--- src/rtl/japlak.sv ---
// japlak: exact 32x32 unsigned multiplier, two pipeline stages, built from four 16x16 units.
//   clk       rising-edge clock
//   rst_n     asynchronous active-low reset, clears all pipeline registers
//   in_valid  qualifies a/b this cycle
//   a, b      32-bit unsigned operands
//   out_valid y holds the product of operands accepted two edges earlier
//   y         64-bit unsigned product
module japlak (
  input  logic        clk,
  input  logic        rst_n,
  input  logic        in_valid,
  input  logic [31:0] a,
  input  logic [31:0] b,
  output logic        out_valid,
  output logic [63:0] y
);
  logic [31:0] p1, p2, p3, p4;
  logic [31:0] r1, r2, r3, r4;
  logic        v1;
  logic [32:0] mid;
  logic [63:0] sum;
  japlak_mul16 u_ll (.x(a[15:0]),  .z(b[15:0]),  .p(p1));
  japlak_mul16 u_hl (.x(a[31:16]), .z(b[15:0]),  .p(p2));
  japlak_mul16 u_lh (.x(a[15:0]),  .z(b[31:16]), .p(p3));
  japlak_mul16 u_hh (.x(a[31:16]), .z(b[31:16]), .p(p4));
  // middle term keeps its 33rd bit so the p2+p3 carry lands at bit 48
  always_comb begin
    mid = {1'b0, r2} + {1'b0, r3};
    sum = {r4, 32'h0} + {15'h0, mid, 16'h0} + {32'h0, r1};
  end
  always_ff @(posedge clk or negedge rst_n) begin
    if (!rst_n) begin
      {r1, r2, r3, r4} <= '0;
      v1 <= 1'b0;
      y <= '0;
      out_valid <= 1'b0;
    end else begin
      {r1, r2, r3, r4} <= {p1, p2, p3, p4};
      v1 <= in_valid;
      y <= sum;
      out_valid <= v1;
    end
  end
endmodule

// japlak_mul16: exact 16x16 unsigned multiplier from 16 AND-gated shifted rows.
//   x, z  16-bit unsigned operands
//   p     32-bit product
module japlak_mul16 (
  input  logic [15:0] x,
  input  logic [15:0] z,
  output logic [31:0] p
);
  logic [31:0] rows [16];
  for (genvar i = 0; i < 16; i++) begin : g_row
    assign rows[i] = {16'h0, x & {16{z[i]}}} << i;
  end
  always_comb begin
    p = '0;
    for (int k = 0; k < 16; k++) p = p + rows[k];
  end
endmodule

--- config.mk ---
export PLATFORM = sky130hd
export DESIGN_NAME = japlak
export DESIGN_NICKNAME = d
export VERILOG_FILES = /design/src/rtl/japlak.sv
export SDC_FILE = /design/constraint.sdc
export NUM_CORES = 2
export LEC_CHECK = 0
export BUFFER_PORTS_ARGS = -buffer_cell sky130_fd_sc_hd__buf_2
export CAP_MARGIN = 20
export CORE_MARGIN = 8
export CORE_UTILIZATION = 45
export CTS_BUF_LIST = sky130_fd_sc_hd__clkbuf_16
export CTS_CLUSTER_DIAMETER = 100
export DETAILED_ROUTE_END_ITERATION = 6
export PLACE_DENSITY = 0.66
export REMOVE_ABC_BUFFERS = 1
export SETUP_SLACK_MARGIN = 0.02
export SYNTH_ARGS = -nofsm -noshare
export SYNTH_HDL_FRONTEND = slang
export SYNTH_SLANG_ARGS = --single-unit
--- constraint.sdc ---
create_clock -name clk -period 3.9 [get_ports clk]
set_clock_uncertainty 0.1 [all_clocks]
set_input_delay 0.39 -clock clk [delete_from_list [all_inputs] [get_ports clk]]
set_output_delay 0.39 -clock clk [all_outputs]
set_load 0.005 [all_outputs]
==> reports/results.ini <==
[synth]
synth.cells.most_frequent = fa_1 (794), inv_1 (783), nand2_1 (635), and2_1 (473), ha_1 (445)
synth_xor_area_frac = 0.0359
synth_flop_cell = dfrtp_1
yosysSeqAreaShare = 0.120
synth.area.mux_share = 0.000247
yosysUniqueCellTypes = 71
synth_area_per_cell_um2 = 9.41
yosysTopAreaCell = fa_1
synth_top_cell_area_share = 0.392
syn_area_mm2 = 0.0405
synth_area_leaders = fa_1 (39%), ha_1 (14%), dfrtp_1 (12%)
netlist_instances = 4307
yosys.cell_count.top_type = fa_1
synthSimpleGateAreaFrac = 0.159
synth_top_family_by_area = adder cells
synth-adder-area-share = 0.529
yosysWarnings = 0
synth_seq_cells = 194
synth_compound_area_frac = 0.0638
synth-edff-count = 0
synth-async-reset-ratio = 1.00

[timing]
whs_ps = 123
clock.fmax_ghz = 0.177
rsz0062_at_grt = yes
timing.final.crit_share = 1.45
drv_slew = 0
finalHoldViolations = 0
relSlewSlack = 0.475
setup_viol = 125
min_period_ps = 5640
finalSetupTns_ps = -127540
tightest_slew_ps = 787
layout_setup_ws_ps = -1740

[detailed_routing]
viasPerCell = 5.29
wl_per_cell_um = 20.6
drc_errors = 0
ant_nets = 0
routed_wl_um = 131000
drtIter0Drc = 2212
first_pass_iters = 6
vias = 33700

[setup_path]
r2r_cells = 24
crit_arrival_ps = 5930
crit_fanout = 5
cp.required_ps = 4180
reg2reg_to = y[52]$_DFF_PN0_
r2r-start = r2[0]$_DFF_PN0_
crit_path_end_kind = register
r2r_slack_ps = -920
start_kind = input pin
crit_type = in2reg

[global_routing]
grt_overflow_total = 0
grt_max_degree = 92
antenna_found_initial = 6
grt_pass1_wl_um = 194000
track_usage = 0.248
grt_pass1_vias = 35500

[floorplan]
die_h_um = 316
core_mm2 = 0.0896
io-pin-count = 132
die_x_um = 316
start_util = 0.453
die_area_mm2 = 0.100
num_rows = 110

[worst_hold_path]
hold_depth = 2
hold_start = a[0]
worst_hold_path_type = in2reg
hold_path_end = r3[0]$_DFF_PN0_

[clock_tree]
cts_tree = yes
cts_made_buffers = 17
cts.sinks = 194
clk_root_buffer_cell = clkbuf_16
clk_pin_slew_ps = 80
cts_buffer_depth = 2
insertion_delay_ps = 510
cts_max_level = 4

[finish]
layout.nets = 6475
post-route-util = 0.622
syn_to_final_growth_pct = 37.4
drive_gt1_frac = 0.330

[run]
maxCapViolCount = 0

[place]
dp_hpwl_um = 93000
port_buffers = 131
place.gp.congestion = 0.890

[status]
status = finished with violations
failed_checks = negative setup slack

## worst max path at each step
stage,from,to,slack (ps),cells after the start
6_report,b[3],r2[30]$_DFF_PN0_,-1740,23
5_1_grt,b[5],r2[31]$_DFF_PN0_,-1870,25
4_1_cts,a[5],r1[27]$_DFF_PN0_,-1780,23
3_5_place_dp,b[5],r2[31]$_DFF_PN0_,-2670,23
3_3_place_gp,b[5],r2[31]$_DFF_PN0_,-2570,23
2_1_floorplan,b[10],r1[31]$_DFF_PN0_,-1790,21
## critical path: stages
cell and delay, ps:
buf_8 140, buf_12 150, nand2_1 90, fa_1 550, inv_2 50, fa_1 490
fa_1 550, inv_2 50, fa_1 530, inv_2 50, fa_1 560, ha_4 220
ha_4 250, buf_6 130, o211ai_1 100, o211ai_1 200, nor4b_4 200, o41ai_4 430
o21ai_2 130, and2_4 190, o31ai_4 200, mux2i_1 200, nand2_1 60
## final cells by class
cell class / count / area (um^2)
Multi-Input combinational cell: 3127 / 35900
Fill cell: 6774 / 33900
Timing Repair Buffer: 1046 / 9990
Sequential cell: 194 / 4850
Inverter: 783 / 2940
Tap cell: 1176 / 1470
Clock buffer: 17 / 425
Clock inverter: 15 / 160
Antenna cell: 3 / 7.51
## sequential cells by signal, summed over array words and instances (netlist names)
register,flops
y,64
v1,1
out_valid,1
r4,32
r3,32
r2,32
r1,32
## metrics by stage
stage	instance area, um^2	setup WS [ps]	instances
final	55700	-1740	6361
after global routing	55700	-1870	6359
after CTS	52700	-1780	6261
after global placement	47700	-2570	6109
after floorplan	39800	-1790	4104
after detailed placement	47700	-2670	6109
## kinds of logic (layout without fill, tap and decap cells)
logic type,count (synthesis),count (layout)
simple gates,1323,1323
flops,194,194
other cells,0,3
xor+xnor,166,166
mux,1,1
compound gates,398,398
buf+inv,986,1861
fa+ha+maj,1239,1239
## repair_timing
action | CTS | global route
resized for setup | 695 | 491
endpoints found under the setup margin | 133 | 133
buffers inserted | 131 | 112
endpoints found under the hold margin | 89 | 0
gates cloned | 10 | 15
hold buffers | 2 | 0
pin swaps | 372 | 368
## cell usage in the layout, fill, tap and decap left out, types with 12 or more instances in the layout
cell       synthesis  final
o21ai_2            1     24
nand4_1           18     18
buf_4              1    665
inv_1            783    738
a21o_1            63     63
xor2_1            62     48
buf_12             0     72
dfrtp_1          194    194
o21a_1            20     14
clkbuf_16          0     30
nand3_1           32     20
and3_1            16     13
xnor2_1          104     64
buf_2              3     71
xnor2_2            0     33
fa_2               0     67
nand2_1          635    590
nor3_1            23     13
o21ai_0           65     24
nor2_1            75     38
inv_2              0     43
and2_4             0     62
a21oi_2            2     57
fa_1             794    727
ha_1             445    364
buf_16             0     12
buf_8              0     30
buf_6              0    178
nor2_2             0     22
and2_1           473    411
ha_4               0     77
a21oi_1          131     45
nand2_2            0     36
a21oi_4            0     31
o21bai_1          21     15
nor2_4             0     15
## layer usage
metal  vias up  part of all wire  track usage  wire length [um]
met5         -           0.00031            0                41
met4         6             0.053       0.0908              6960
li1      14800                 -            -                 -
met3       360             0.071       0.0413              9300
met1     17200              0.40        0.324             52100
met2      1280              0.48        0.414             62800
Power is left out: the tool's default activity adds up to more than one toggle a clock period on the data nets, which glitch-free logic cannot reach.
